===== config.mk =====
export PLATFORM = sky130hd
export DESIGN_NAME = clock_rate_controller_flat
export DESIGN_NICKNAME = d
export VERILOG_FILES = /design/src/rtl/clock_rate_controller_pkg.sv /design/src/rtl/clock_rate_controller_if.sv /design/src/rtl/clock_rate_controller_period_counter.sv /design/src/rtl/clock_rate_controller.sv /design/src/flat_wrapper.sv
export SDC_FILE = /design/constraint.sdc
export NUM_CORES = 1
export LEC_CHECK = 0
export ABC_AREA = 1
export BUFFER_PORTS_ARGS = -buffer_cell sky130_fd_sc_hd__buf_2
export CORE_MARGIN = 10
export CORE_UTILIZATION = 60
export DETAILED_ROUTE_END_ITERATION = 7
export GPL_ROUTABILITY_DRIVEN = 0
export GPL_TIMING_DRIVEN = 0
export PLACE_DENSITY = 0.79
export SLEW_MARGIN = 5
export SYNTH_ARGS = -nofsm -noshare
export SYNTH_HDL_FRONTEND = slang
export SYNTH_HIERARCHICAL = 1
export SYNTH_SLANG_ARGS = --single-unit

===== constraint.sdc =====
create_clock -name clock_50MHz -period 10.8 [get_ports clock_50MHz]
set_clock_uncertainty 0.2 [all_clocks]
set_input_delay 2.16 -clock clock_50MHz [delete_from_list [all_inputs] [get_ports clock_50MHz]]
set_output_delay 2.16 -clock clock_50MHz [all_outputs]
set_load 0.01 [all_outputs]

===== src/rtl/clock_rate_controller_pkg.sv =====
`default_nettype none
// ============================================================================
// Module   : clock_ctrl_pkg
// Purpose  : Shared types and constants for the clock rate controller:
//            controller state encoding and the smallest legal divisor.
// Revision : 1.0  initial release
// ============================================================================
package clock_ctrl_pkg;

    typedef enum logic [1:0] {
        IDLE     = 2'd0,
        RUN      = 2'd1,
        STOPPING = 2'd2
    } ctrl_state_t;

    // A period needs at least one high and one low cycle.
    localparam int MIN_DIVISOR = 2;

endpackage
`default_nettype wire


===== src/rtl/clock_rate_controller_if.sv =====
`default_nettype none
// ============================================================================
// Module   : clock_rate_controller_if
// Purpose  : Control/config/status bundle of the clock rate controller.
// Ports    : start, stop            run sequencing (level sampled)
//            cfg_valid/cfg_ready    config handshake
//            cfg_divisor, cfg_burst new rate and burst length
//            busy, clock_out, tick, done, periods_left   status outputs
//            master = control logic side, slave = controller side
// Revision : 1.0  initial release
// ============================================================================
interface clock_rate_controller_if #(
    parameter int CNT_W   = 32,
    parameter int BURST_W = 16
);
    logic               start;
    logic               stop;
    logic               cfg_valid;
    logic               cfg_ready;
    logic [CNT_W-1:0]   cfg_divisor;
    logic [BURST_W-1:0] cfg_burst;
    logic               busy;
    logic               clock_out;
    logic               tick;
    logic               done;
    logic [BURST_W-1:0] periods_left;

    modport master (
        output start, stop, cfg_valid, cfg_divisor, cfg_burst,
        input  cfg_ready, busy, clock_out, tick, done, periods_left
    );

    modport slave (
        input  start, stop, cfg_valid, cfg_divisor, cfg_burst,
        output cfg_ready, busy, clock_out, tick, done, periods_left
    );
endinterface
`default_nettype wire


===== src/rtl/clock_rate_controller_period_counter.sv =====
`default_nettype none
// ============================================================================
// Module   : period_counter
// Purpose  : Period counter for the divided clock. Counts 0..D-1 and produces
//            registered clock_out (high for the first floor(D/2) cycles) and
//            tick (last cycle of the period).
// Ports    : clk, reset_n      clock, synchronous active-low reset
//            active            controller is running in the current cycle
//            run_next          controller runs in the next cycle
//            divisor_next      divisor in effect for the next cycle
//            clock_out, tick   registered outputs
//            wrap              current cycle is the last of its period
// Revision : 1.0  initial release
// ============================================================================
module period_counter #(
    parameter int CNT_W = 32
) (
    input  wire logic             clk,
    input  wire logic             reset_n,
    input  wire logic             active,
    input  wire logic             run_next,
    input  wire logic [CNT_W-1:0] divisor_next,
    output logic                  clock_out,
    output logic                  tick,
    output logic                  wrap
);

    logic [CNT_W-1:0] r_count;
    logic [CNT_W-1:0] w_count_next;
    logic             r_clock_out;
    logic             r_tick;

    // Counter restarts at 0 on a fresh start, after a tick, and while idle.
    always_comb begin
        w_count_next = '0;
        if (run_next && active && !r_tick) begin
            w_count_next = r_count + CNT_W'(1);
        end
    end

    // Outputs are computed from the next count so they line up with it.
    always_ff @(posedge clk) begin
        if (!reset_n) begin
            r_count     <= '0;
            r_clock_out <= 1'b0;
            r_tick      <= 1'b0;
        end else begin
            r_count     <= w_count_next;
            r_clock_out <= run_next && (w_count_next < (divisor_next >> 1));
            r_tick      <= run_next && (w_count_next == (divisor_next - CNT_W'(1)));
        end
    end

    assign clock_out = r_clock_out;
    assign tick      = r_tick;
    assign wrap      = r_tick;

endmodule
`default_nettype wire


===== src/rtl/clock_rate_controller.sv =====
`default_nettype none
// ============================================================================
// Module   : clock_rate_controller
// Purpose  : Run-time controller for a divided clock. Holds the active
//            divisor/burst, accepts new settings over a valid/ready port and
//            applies them only at period boundaries; runs continuously or for
//            N periods with start/stop sequencing.
// Ports    : clock_50MHz   system clock
//            reset_n       synchronous active-low reset
//            ctrl          clock_rate_controller_if.slave bundle
// Revision : 1.0  initial release
// ============================================================================
module clock_rate_controller
    import clock_ctrl_pkg::*;
#(
    parameter int CLK_FREQ     = 50_000_000,
    parameter int DEFAULT_FREQ = 1,
    parameter int CNT_W        = 32,
    parameter int BURST_W      = 16
) (
    input wire logic               clock_50MHz,
    input wire logic               reset_n,
    clock_rate_controller_if.slave ctrl
);

    localparam int               c_reset_raw = CLK_FREQ / DEFAULT_FREQ;
    localparam logic [CNT_W-1:0] c_min_div   = CNT_W'(MIN_DIVISOR);
    localparam logic [CNT_W-1:0] c_reset_div =
        (c_reset_raw < MIN_DIVISOR) ? c_min_div : CNT_W'(c_reset_raw);

    ctrl_state_t        r_state;
    ctrl_state_t        w_state_next;
    logic [CNT_W-1:0]   r_active_div;
    logic [CNT_W-1:0]   r_shadow_div;
    logic [CNT_W-1:0]   w_cfg_div;
    logic [CNT_W-1:0]   w_div_next;
    logic [BURST_W-1:0] r_active_burst;
    logic [BURST_W-1:0] r_shadow_burst;
    logic [BURST_W-1:0] w_burst_start;
    logic [BURST_W-1:0] r_periods_left;
    logic               r_pending;
    logic               r_cfg_ready;
    logic               r_busy;
    logic               r_done;
    logic               w_accept;
    logic               w_wrap;
    logic               w_reload;
    logic               w_last_period;
    logic               w_done_next;
    logic               w_active;
    logic               w_run_next;
    logic               w_clock_out;
    logic               w_tick;

    assign w_accept      = ctrl.cfg_valid && r_cfg_ready;
    assign w_reload      = w_wrap && r_pending;
    assign w_last_period = (r_periods_left == BURST_W'(1));
    assign w_cfg_div     = (ctrl.cfg_divisor < c_min_div) ? c_min_div : ctrl.cfg_divisor;
    // A config accepted on the start edge takes effect for that very run.
    assign w_burst_start = w_accept ? ctrl.cfg_burst : r_active_burst;
    assign w_active      = (r_state != IDLE);
    assign w_run_next    = (w_state_next != IDLE);

    always_comb begin
        w_div_next = r_active_div;
        if ((r_state == IDLE) && w_accept) begin
            w_div_next = w_cfg_div;
        end else if (w_reload) begin
            w_div_next = r_shadow_div;
        end
    end

    // Burst completion takes priority over a stop seen on the same tick.
    always_comb begin
        w_state_next = r_state;
        w_done_next  = 1'b0;
        case (r_state)
            IDLE: begin
                if (ctrl.start && !ctrl.stop) w_state_next = RUN;
            end
            RUN: begin
                if (w_wrap) begin
                    if (w_last_period) begin
                        w_state_next = IDLE;
                        w_done_next  = 1'b1;
                    end else if (ctrl.stop) begin
                        w_state_next = IDLE;
                    end
                end else if (ctrl.stop) begin
                    w_state_next = STOPPING;
                end
            end
            STOPPING: begin
                if (w_wrap) w_state_next = IDLE;
            end
            default: w_state_next = IDLE;
        endcase
    end

    always_ff @(posedge clock_50MHz) begin
        if (!reset_n) begin
            r_state        <= IDLE;
            r_busy         <= 1'b0;
            r_done         <= 1'b0;
            r_cfg_ready    <= 1'b1;
            r_pending      <= 1'b0;
            r_active_div   <= c_reset_div;
            r_active_burst <= '0;
            r_shadow_div   <= c_reset_div;
            r_shadow_burst <= '0;
            r_periods_left <= '0;
        end else begin
            r_state <= w_state_next;
            r_busy  <= w_run_next;
            r_done  <= w_done_next;
            if (r_state == IDLE) begin
                if (w_accept) begin
                    r_active_div   <= w_cfg_div;
                    r_active_burst <= ctrl.cfg_burst;
                end
                r_cfg_ready    <= 1'b1;
                r_periods_left <= w_run_next ? w_burst_start : '0;
            end else begin
                if (w_reload) begin
                    r_active_div   <= r_shadow_div;
                    r_active_burst <= r_shadow_burst;
                    r_pending      <= 1'b0;
                    r_cfg_ready    <= 1'b1;
                end else if (w_accept) begin
                    // Accepted on the final edge of a run: nothing left to
                    // defer to, so it lands in the active registers directly.
                    if (!w_run_next) begin
                        r_active_div   <= w_cfg_div;
                        r_active_burst <= ctrl.cfg_burst;
                    end else begin
                        r_shadow_div   <= w_cfg_div;
                        r_shadow_burst <= ctrl.cfg_burst;
                        r_pending      <= 1'b1;
                        r_cfg_ready    <= 1'b0;
                    end
                end
                if (!w_run_next) begin
                    r_periods_left <= '0;
                end else if (w_reload) begin
                    r_periods_left <= r_shadow_burst;
                end else if (w_wrap && (r_periods_left != '0)) begin
                    r_periods_left <= r_periods_left - BURST_W'(1);
                end
            end
        end
    end

    period_counter #(
        .CNT_W (CNT_W)
    ) u_period_counter (
        .clk          (clock_50MHz),
        .reset_n      (reset_n),
        .active       (w_active),
        .run_next     (w_run_next),
        .divisor_next (w_div_next),
        .clock_out    (w_clock_out),
        .tick         (w_tick),
        .wrap         (w_wrap)
    );

    assign ctrl.cfg_ready    = r_cfg_ready;
    assign ctrl.busy         = r_busy;
    assign ctrl.clock_out    = w_clock_out;
    assign ctrl.tick         = w_tick;
    assign ctrl.done         = r_done;
    assign ctrl.periods_left = r_periods_left;

endmodule
`default_nettype wire


===== src/flat_wrapper.sv =====
// flat-port wrapper written by rule: the top's interface ports become plain ports
module clock_rate_controller_flat import clock_ctrl_pkg::*;
#(
    parameter int CLK_FREQ     = 50_000_000,
    parameter int DEFAULT_FREQ = 1,
    parameter int CNT_W        = 32,
    parameter int BURST_W      = 16
)
  (clock_50MHz, reset_n, ctrl_start, ctrl_stop, ctrl_cfg_valid, ctrl_cfg_divisor, ctrl_cfg_burst, ctrl_cfg_ready, ctrl_busy, ctrl_clock_out, ctrl_tick, ctrl_done, ctrl_periods_left);
  clock_rate_controller_if #(.CNT_W(CNT_W), .BURST_W(BURST_W)) ctrl_i ();
  input wire logic clock_50MHz;
  input wire logic reset_n;
  input wire logic [$bits(ctrl_i.start)-1:0] ctrl_start;
  input wire logic [$bits(ctrl_i.stop)-1:0] ctrl_stop;
  input wire logic [$bits(ctrl_i.cfg_valid)-1:0] ctrl_cfg_valid;
  input wire logic [$bits(ctrl_i.cfg_divisor)-1:0] ctrl_cfg_divisor;
  input wire logic [$bits(ctrl_i.cfg_burst)-1:0] ctrl_cfg_burst;
  output wire logic [$bits(ctrl_i.cfg_ready)-1:0] ctrl_cfg_ready;
  output wire logic [$bits(ctrl_i.busy)-1:0] ctrl_busy;
  output wire logic [$bits(ctrl_i.clock_out)-1:0] ctrl_clock_out;
  output wire logic [$bits(ctrl_i.tick)-1:0] ctrl_tick;
  output wire logic [$bits(ctrl_i.done)-1:0] ctrl_done;
  output wire logic [$bits(ctrl_i.periods_left)-1:0] ctrl_periods_left;
  assign ctrl_i.start = ctrl_start;
  assign ctrl_i.stop = ctrl_stop;
  assign ctrl_i.cfg_valid = ctrl_cfg_valid;
  assign ctrl_i.cfg_divisor = ctrl_cfg_divisor;
  assign ctrl_i.cfg_burst = ctrl_cfg_burst;
  assign ctrl_cfg_ready = ctrl_i.cfg_ready;
  assign ctrl_busy = ctrl_i.busy;
  assign ctrl_clock_out = ctrl_i.clock_out;
  assign ctrl_tick = ctrl_i.tick;
  assign ctrl_done = ctrl_i.done;
  assign ctrl_periods_left = ctrl_i.periods_left;
  clock_rate_controller #(.CLK_FREQ(CLK_FREQ), .DEFAULT_FREQ(DEFAULT_FREQ), .CNT_W(CNT_W), .BURST_W(BURST_W)) u_core (.clock_50MHz(clock_50MHz), .reset_n(reset_n), .ctrl(ctrl_i));
endmodule

# [After elaboration in Yosys (flattened, before gate mapping)]
# Cells that the tools add are included.
[classes] n_bitwise=3 n_mux=30 addsub=3 magnitude_cmp=2 n_eq_ne=7 reduce_logical=25
[op_table] cell="2-to-1 mux 32 bit" n=9
[op_table] cell="2-to-1 mux 16 bit" n=10
[op_table] cell="adder 32 x 1 -> 32 bit (second input constant)" n=1
[op_table] cell="equality test 32 bit" n=1
[op_table] cell="< comparator 32 x 2 -> 1 bit (second input constant)" n=1
[op_table] cell="< comparator 32 x 31 -> 1 bit" n=1
[op_table] cell="subtractor 32 x 1 -> 32 bit (second input constant)" n=1
[op_table] cell="equality test 16 x 1 -> 1 bit (second input constant)" n=1
[op_table] cell="nonzero test 16 bit" n=1
[op_table] cell="subtractor 16 x 1 -> 16 bit (second input constant)" n=1
[op_table] cell="2-to-1 mux 2 bit" n=6
[op_table] cell="logical AND 1 bit" n=9
[op_table] cell="AND reduction 3 bit" n=3
[op_table] cell="nonzero test 2 bit" n=4
[op_table] cell="case mux 2 bit (3 select lines)" n=1
[op_table] cell="2-to-1 mux 1 bit" n=4
[op_table] cell="!= test 4 x 1 -> 1 bit (second input constant)" n=1
[op_table] cell="AND reduction 2 bit" n=2
[op_table] cell="AND reduction 4 bit" n=1
[op_table] cell="!= test 3 x 1 -> 1 bit (second input constant)" n=1
[op_table] cell="inverter 1 bit" n=3
[op_table] cell="nonzero test 3 bit" n=1
[op_table] cell="OR reduction 3 bit" n=1
[op_table] cell="equality test 2 x 1 -> 1 bit (second input constant)" n=1
[op_table] cell="other kinds (4)" n=5
[word_totals] wordCells=83 regBits=152 out_inout_bits=21

# [Longest topological paths before layout]
# Gate-level depths: netlist of the first run.
[depth] depth_word=10 mapped_depth=27

# [By module]
# Netlist of the first run, hierarchy kept.
[by_module_without_submodules] mod="clock_rate_controller" instances=1 area_per_inst_um2=6466.2 cells_per_inst=991
[by_module_without_submodules] mod="period_counter" instances=1 area_per_inst_um2=4190.3 cells_per_inst=724

# [Worst setup path after synthesis of the first run]
# No wires, ideal clock.
[synth_timing] kind="input -> register" start="in ctrl_cfg_valid" end="reg u_core.u_period_counter.r_tick (netlist: u_core/u_period_counter/tick)" setup_slack_ns=5.787 arrival_ns=4.749 path_stages=19 required_ns=10.536 setup_time_ns=0.064 path_buffers=1 path_cell_list="nand2_1 > nor2_1 > inv_1 > clkbuf_1 > o21ai_0 > o21ai_0 > inv_1 > ha_1 > nand2_2 > nor2_1 > nand2_1 > xor2_1 > xor2_1 > nand2_1 > nor2_1 > nand3_1 > nor2_1 > nand4_1 > nor2_1"
[synth_via] elab_chain_len=6
[synth_rtl] element="start: declaration" line_no="flat_wrapper.sv:15" rtl="input wire logic [$bits(ctrl_i.cfg_valid)-1:0] ctrl_cfg_valid;"
[synth_rtl] element="logical AND 1 bit" line_no="clock_rate_controller.sv:55" rtl="assign w_accept = ctrl.cfg_valid && r_cfg_ready;"
[synth_rtl] element="logical AND 1 bit" line_no="clock_rate_controller.sv:66" rtl="if ((r_state == IDLE) && w_accept) begin"
[synth_rtl] element="2-to-1 mux 32 bit" line_no="clock_rate_controller.sv:66"
[synth_rtl] element="net u_core.w_div_next[0]" line_no="clock_rate_controller.sv:36" rtl="logic [CNT_W-1:0] w_div_next;"
[synth_rtl] element="subtractor 32 x 1 -> 32 bit" line_no="clock_rate_controller_period_counter.sv:50" rtl="r_tick <= run_next && (w_count_next == (divisor_next - CNT_W'(1)));"
[synth_rtl] element="equality test 32 bit" line_no="clock_rate_controller_period_counter.sv:50"
[synth_rtl] element="logical AND 1 bit" line_no="clock_rate_controller_period_counter.sv:50"
[synth_rtl] element="end signal: assignment" line_no="clock_rate_controller_period_counter.sv:50"
[synth_rtl] element="end: declaration" line_no="clock_rate_controller_period_counter.sv:31" rtl="logic r_tick;"
# The timed path passes the listed nets, and every way through them passes these cells.
# A chain may end at the register's enable or synchronous reset.

# [Final worst setup path of the first run]
# Ends and elaborated chain as after synthesis.

==> flow_summary_export.csv, run 1 <==
group,metric,value,unit
global_routing,grt_use_total,28.5,%
cts,root_buffer,"clkbuf_16",
cts,htree_levels,4,
sta,max_clock_freq,163,MHz
cts,cts_setup_buffers,0,
placement,port_buffers,73,
cts,hold_buffers,0,
global_routing,grt_pass1_wl,56.0,mm
die,start_util,61.4,%
die,dieArea,23500,um^2
final_layout,drive_above_1_share,11.6,%
cts,cts.path.max_buffers,2,
power,ir_worst_vdd,121,uV
detailed_routing,drt-total-wl,34.9,mm
cts,post_cts_resized,0,
critical_path,max_stage_delay,0.67,ns
final_layout,diodes,0,
die,die_w,153,um
detailed_routing,antenna_left,0,
synth,synth_seq_cells,152,
placement,pre_cts_ws,4.42,ns
synth,syn_avg_cell_area,6.21,um^2
sta,fin_tns_setup,0,ns
cts,numCtsBuffers,17,
synth,async_flop_share,0,%
detailed_routing,wl_per_cell,17.1,um
critical_path,path_buf_inv,4,
cts,worstSkewPairLatency,0.43,ns
placement,dp.final_hpwl,26.2,mm
synth,yosysMostFrequentCell,"nand2_1",
sta,hold_slack,0.253,ns
die,die_h,153,um
critical_path,crit_path_end_kind,"flip-flop",
flow_run,drv_cap,0,
synth,synth_ff_type,"dfxtp_1",
cts,cts_tree,"done",
detailed_routing,firstDrtPassIters,6,
critical_path,start_kind,"input port",
critical_path,worst_path_max_delay_cell,"o21ai_0",
power,p_leak,5.54,nW
synth,synth.area.top_cells,"dfxtp_1 29%, nand2_1 14%, nor2_1 8.1%",
synth,synth_top_area_share,28.6,%
die,core_area,17400,um^2
synth,yosysWarnings,6,
sta,timing.final.crit_period,6.15,ns
global_routing,grt_overflow,0,
final_layout,final_cell_area,11900,um^2
detailed_routing,drt_iter0_drc,1467,
final_layout,nets,1894,
worst_hold_path,hp-class,"flip-flop to flip-flop",
critical_path,crit_family,"simple AND/OR/NAND/NOR gates",
sta,timing.final.crit_share,57.0,%
synth,synth_cell_types,46,
placement,dpl-instance-area,11300,um^2
critical_path,crit_arrival,6.26,ns
detailed_routing,drc,0,
sta,worstMarginPinSlew,0.822,ns
sta,rsz0062_at_grt,"no",
sta,setup_violations,0,
sta,drv_slew,0,
sta,final-hold-violation-count,0,
critical_path,cp_max_fo,10,
critical_path,crit_type,"input port to flip-flop",
cts,clock_sinks,152,
synth,ys_seq_area_share,28.6,%
global_routing,grt_pass1_vias,11200,
synth,synth_enable_flop_cells,0,
synth,synthCells,1715,
global_routing,grt_max_degree,17,
final_layout,fin_util,68.6,%
die,core.rowCount,48,
synth,mappedNetlistArea,10700,um^2
cts,path_clk_slew,0.06,ns
die,num_io_pins,74,
critical_path,critical_path_required,10.91,ns
detailed_routing,viasPerCell,5.87,
synth,synth_nets,1802,
synth,yosysTopAreaCell,"dfxtp_1",
critical_path,crit_chain,"buf_2, nand2_1, nor2_1, inv_1, clkbuf_1, o21ai_0, o21ai_0, inv_1, ha_1, nand2_2, nor2_1, nand2_1, xor2_1, xor2_1, nand2_1, nor2_1, nand3_1, nor2_1, nand4_1, nor2_1",
synth,synth_commonest_cells,"411 x nand2_1, 229 x nor2_1, 203 x inv_1",
power,p_per_area,140,nW/um^2
sta,finalWorstSetupSlack,4.65,ns
final_layout,syn2layout_area_growth,11.7,%
critical_path,crit_top_cell,"nor2_1",
status,outcome,"finished, final reports clean",
sta,slew_headroom,44.6,%
global_routing,antenna_found_initial,0,
detailed_routing,vias,12000,
==> routing by layer <==
metal | GRT usage, % | routed length [um] | vias up
met1 | 38.3 | 14900 | 5469
met2 | 45.2 | 15700 | 672
li1 | - | - | 5774
met3 | 5.13 | 3560 | 80
met5 | 0 | 0 | -
met4 | 8.90 | 696 | 0
==> metrics by stage <==
stage | instances | power, mW
2_1_floorplan | 1715 | 0.920
3_3_place_gp | 2013 | 1.03
3_5_place_dp | 2013 | 1.04
4_1_cts | 2045 | 1.65
5_1_grt | 2045 | 1.73
6_report | 2045 | 1.66
==> power breakdown <==
group	switching, mW	internal [mW]
clock	0.259	0.355
combinational	0.299	0.134
sequential	0.0223	0.594
==> state kept, by name (all words and copies together) (netlist names), 2 cells and up <==
register,count
u_core/r_shadow_div,32
u_core/u_period_counter/r_count,32
u_core/r_shadow_burst,16
u_core/ctrl.periods_left,16
u_core/r_state,2
u_core/r_active_burst,16
u_core/r_active_div,32
==> path summary, 6_finish.rpt <==
path | end | cells after the start | from | slack, ns
max | u_core/u_period_counter/tick$_SDFF_PN0_ | 20 | ctrl_cfg_valid | 4.65
min | u_core/r_active_div[22]$_SDFFE_PN1P_ | 2 | u_core/r_active_div[22]$_SDFFE_PN1P_ | 0.25
max reg2reg | u_core/u_period_counter/tick$_SDFF_PN0_ | 19 | u_core/ctrl.cfg_ready$_SDFFE_PP1P_ | 6.12
min reg2reg | u_core/r_active_div[22]$_SDFFE_PN1P_ | 2 | u_core/r_active_div[22]$_SDFFE_PN1P_ | 0.25
==> area by class of cell <==
| class | instances | area [um^2] |
|---|---|---|
| Multi-Input combinational cell | 1271 | 6440 |
| Fill cell | 1593 | 5460 |
| Sequential cell | 152 | 3040 |
| Inverter | 214 | 803 |
| Clock buffer | 20 | 457 |
| Buffer | 78 | 367 |
| Timing Repair Buffer | 73 | 365 |
| Tap cell | 225 | 282 |
| Clock inverter | 12 | 139 |
==> worst register-to-register path, stage by stage, from the launching register on <==
cell and delay [ns]:
dfxtp_1 0.34, nand2_1 0.33, nor2_1 0.22, inv_1 0.22
clkbuf_1 0.34, o21ai_0 0.14, o21ai_0 0.67, inv_1 0.24
ha_1 0.36, nand2_2 0.17, nor2_1 0.10, nand2_1 0.14
xor2_1 0.23, xor2_1 0.16, nand2_1 0.06, nor2_1 0.10
nand3_1 0.07, nor2_1 0.12, nand4_1 0.09, nor2_1 0.26
==> logic make-up (layout without fill, tap and decap cells) <==
logic type	count (synthesis)	count (layout)	share of synthesized area (%)
and+or+nand+nor	911	911	38.5
xor gates and xnor gates	39	39	3.21
adders and majority gates	34	34	3.99
DFF	152	152	28.6
buffers and inverters	292	397	11.0
AOI/OAI and AO/OA	287	287	14.8
==> layout by cell type, fill, tap and decap left out, drive strengths merged, types with 3 or more instances in the layout <==
cell	count
nand2	422
nor2	254
inv	217
dfxtp	152
o21ai	129
nand3	125
buf	108
a21oi	94
nand4	69
clkbuf	63
xor2	35
ha	34
o22ai	28
nor3	20
o211ai	14
a22oi	13
nand3b	8
or2	8
clkinvlp	4
xnor2	4
nor4	4
o21bai	3
clkinv	3
No activity file was read; power rests on OpenSTA's default activity.
==> run 2, diff against run 1 <==
Settings changed: ABC_AREA 1 to 0, PLACE_DENSITY 0.79 to 0.8.
Clock period 10.8 ns to 6.2 ns, I/O delays scaled along.
==> run 2 against run 1 <==
Flip-flop and latch count stayed put. Worst hold slack gained 0.0079 ns. Non-clock buffer count increased by 4. Sequential share of layout area increased by 1.6 points. First-iteration DRC count fell by 33%. Clock power increased by 61%. Power grew 59%. Critical endpoint is now u_core/u_period_counter/clock_out$_SDFF_PN0_. Largest power group unchanged. Highest routed layer is now met5.
==> flow_summary_export.csv, run 2 <==
group,metric,value,unit
status,outcome,"finished, final reports clean",
cts,path_clk_slew,0.07,ns
final_layout,drive_above_1_share,11.4,%
synth,synth-simple-area-share,28.8,%
power,p_leak,4.67,nW
synth,ys_seq_area_share,30.5,%
sta,finalWorstSetupSlack,0.387,ns
detailed_routing,drt_iter0_drc,986,
synth,synth_commonest_cells,"286 x nand2_1, 152 x dfxtp_1, 97 x a21oi_1",
synth,synth.area.top_cells,"dfxtp_1 30%, nand2_1 11%, mux2i_1 5.7%",
critical_path,start_kind,"flip-flop",
critical_path,cp_max_fo,10,
detailed_routing,antenna_left,0,
detailed_routing,wl_per_cell,18.9,um
detailed_routing,drt-total-wl,31.2,mm
worst_hold_path,min_path_cells,2,
cts,worstSkewPairLatency,0.44,ns
final_layout,nets,1505,
synth,yosysWarnings,6,
global_routing,grt_max_degree,17,
sta,max_clock_freq,172,MHz
synth,syn_avg_cell_area,7.53,um^2
power,ir_worst_vdd,207,uV
synth,synth_top_family_by_area,"simple AND/OR/NAND/NOR gates",
flow_run,drv_cap,0,
synth,synth_nets,1413,
critical_path,critical_path_required,6.38,ns
synth,synth-compound-area-share,19.0,%
power,power,2.64,mW
final_layout,final_cell_mix,"286 x nand2_1, 152 x dfxtp_1, 97 x a21oi_1",
global_routing,grt_overflow,0,
critical_path,reg2reg_depth,16,
cts,cts.path.max_buffers,2,
synth,synth_enable_flop_cells,0,
cts,numCtsBuffers,17,
final_layout,syn2layout_area_growth,12.1,%
sta,worstMarginPinSlew,0.998,ns
synth,mappedNetlistArea,9980,um^2
power,p_per_area,235,nW/um^2
synth,yosysMostFrequentCell,"nand2_1",
cts,clock_sinks,152,
die,start_util,60.6,%
cts,root_buffer,"clkbuf_16",
die,die_h,149,um
synth,synth_xor_area_share,5.75,%
synth,synthMuxAreaShare,5.94,%
synth,synth_ff_type,"dfxtp_1",
cts,cts_tree,"done",
sta,timing.final.crit_share,93.8,%
critical_path,crit_path_end_kind,"flip-flop",
die,core_area,16500,um^2
sta,setup_violations,0,
global_routing,grt_use_total,27.3,%
detailed_routing,drc,0,
synth,synthAdderAreaFrac,4.36,%
die,core.rowCount,47,
placement,dp.final_hpwl,23.1,mm
die,num_io_pins,74,
global_routing,grt_pass1_wl,49.5,mm
synth,yosysTopAreaCell,"dfxtp_1",
die,dieArea,22200,um^2
final_layout,reg.largest.list,"u_core/r_active_div x32, u_core/r_shadow_div x32, u_core/u_period_counter/r_count x32",
sta,drv_slew,0,
cts,cts_setup_buffers,0,
sta,slew_headroom,32.8,%
placement,pre_cts_ws,-0.210,ns
synth,synthCells,1326,
synth,synth_seq_cells,152,
detailed_routing,vias,10300,
critical_path,crit_arrival,5.99,ns
synth,synth_top_area_share,30.5,%
die,die_w,149,um
worst_hold_path,hp-class,"flip-flop to flip-flop",
sta,final-hold-violation-count,0,
critical_path,crit_type,"flip-flop to flip-flop",
final_layout,final_common_cell,"nand2_1",
cts,htree_levels,4,
global_routing,grt_pass1_vias,9696,
synth,synth_cell_types,85,
detailed_routing,firstDrtPassIters,6,
sta,fin_tns_setup,0,ns
global_routing,antenna_found_initial,2,
placement,port_buffers,73,
sta,rsz0062_at_grt,"no",
sta,timing.final.crit_period,5.81,ns
detailed_routing,viasPerCell,6.21,
synth,async_flop_share,0,%
final_layout,fin_util,68.0,%
run 2: cell types whose count changed in the layout (fill, tap and decap cells not counted), sizes merged, moves of 19 or more:
| cell | previous run | this run |
|---|---|---|
| and2 | 1 | 24 |
| xor2 | 35 | 13 |
| a221o | 0 | 19 |
| nand3 | 125 | 52 |
| nand2 | 422 | 286 |
| inv | 217 | 49 |
| mux2i | 0 | 57 |
| o21ai | 129 | 91 |
| o22ai | 28 | 3 |
| xnor2 | 4 | 50 |
| nand4 | 69 | 26 |
| nor2 | 254 | 72 |
run 2: logic make-up after synthesis:
kind of cell | after synthesis
DFF | 152
muxes | 59
AOI/OAI and AO/OA | 300
buffers and inverters | 125
xor gates and xnor gates | 64
adders and majority gates | 35
and+or+nand+nor | 591
run 2: per-layer routing:
layer,share of wire (%),global-route usage (%),up-vias
li1,-,-,4917
met1,40,31.9,4760
met2,48,46.7,459
met3,7.3,5.43,116
met4,4.7,13.5,2
met5,0.038,0,-
run 2: final timing paths:
| path | from | end | slack [ns] |
|---|---|---|---|
| worst max-delay path | u_core/ctrl.periods_left[2]$_SDFFE_PN0P_ | u_core/u_period_counter/clock_out$_SDFF_PN0_ | 0.39 |
| worst min-delay path | u_core/r_shadow_burst[13]$_SDFFE_PN0P_ | u_core/r_shadow_burst[13]$_SDFFE_PN0P_ | 0.26 |
| worst max register to register | u_core/ctrl.periods_left[2]$_SDFFE_PN0P_ | u_core/u_period_counter/clock_out$_SDFF_PN0_ | 0.39 |
| worst min register to register | u_core/r_shadow_burst[13]$_SDFFE_PN0P_ | u_core/r_shadow_burst[13]$_SDFFE_PN0P_ | 0.26 |
run 2: what timing repair did:
item,in CTS,in global routing
hold buffers,0,0
pin swaps,0,0
endpoints found under the setup margin,1,2
endpoints found under the hold margin,0,0
resized for setup,1,4
run 2: power by group:
part / switching [mW] / total (mW) / internal (mW) / leakage (nW)
Sequential: 0.0397 / 1.07 / 1.03 / 1.24
Clock: 0.464 / 0.988 / 0.524 / 0.249
Combinational: 0.367 / 0.581 / 0.214 / 3.18
Total: 0.870 / 2.64 / 1.77 / 4.67
run 2: critical path, stage by stage (launching register included):
cell       delay (ns)
dfxtp_1          0.39
nor4_4           0.63
nand4_4          0.26
a221oi_4         0.59
inv_1            0.27
nand3b_1         0.29
clkbuf_2         0.34
clkbuf_2         0.33
buf_1            0.45
nor2_1           0.12
ha_1             0.33
a2111oi_1        0.44
nor2b_1          0.18
o21ai_0          0.12
a221o_1          0.39
a21oi_1          0.26
o31a_1           0.15
run 2: metrics by stage:
stage / instance area, um^2 / instances / hold WS (ns)
after floorplan: 9980 / 1326 / 0.236
after global placement: 10600 / 1619 / 0.242
after detailed placement: 10600 / 1619 / 0.249
after CTS: 11200 / 1651 / 0.260
after global routing: 11200 / 1651 / 0.279
final: 11200 / 1652 / 0.261
run 2: layout make-up:
| class | count | area (um^2) |
|---|---|---|
| Clock buffer | 19 | 433 |
| Fill cell | 1433 | 5270 |
| Buffer | 82 | 400 |
| Inverter | 43 | 161 |
| Sequential cell | 152 | 3040 |
| Clock inverter | 13 | 114 |
| Tap cell | 220 | 275 |
| Timing Repair Buffer | 73 | 365 |
| Multi-Input combinational cell | 1049 | 6400 |
| Antenna cell | 1 | 2.50 |
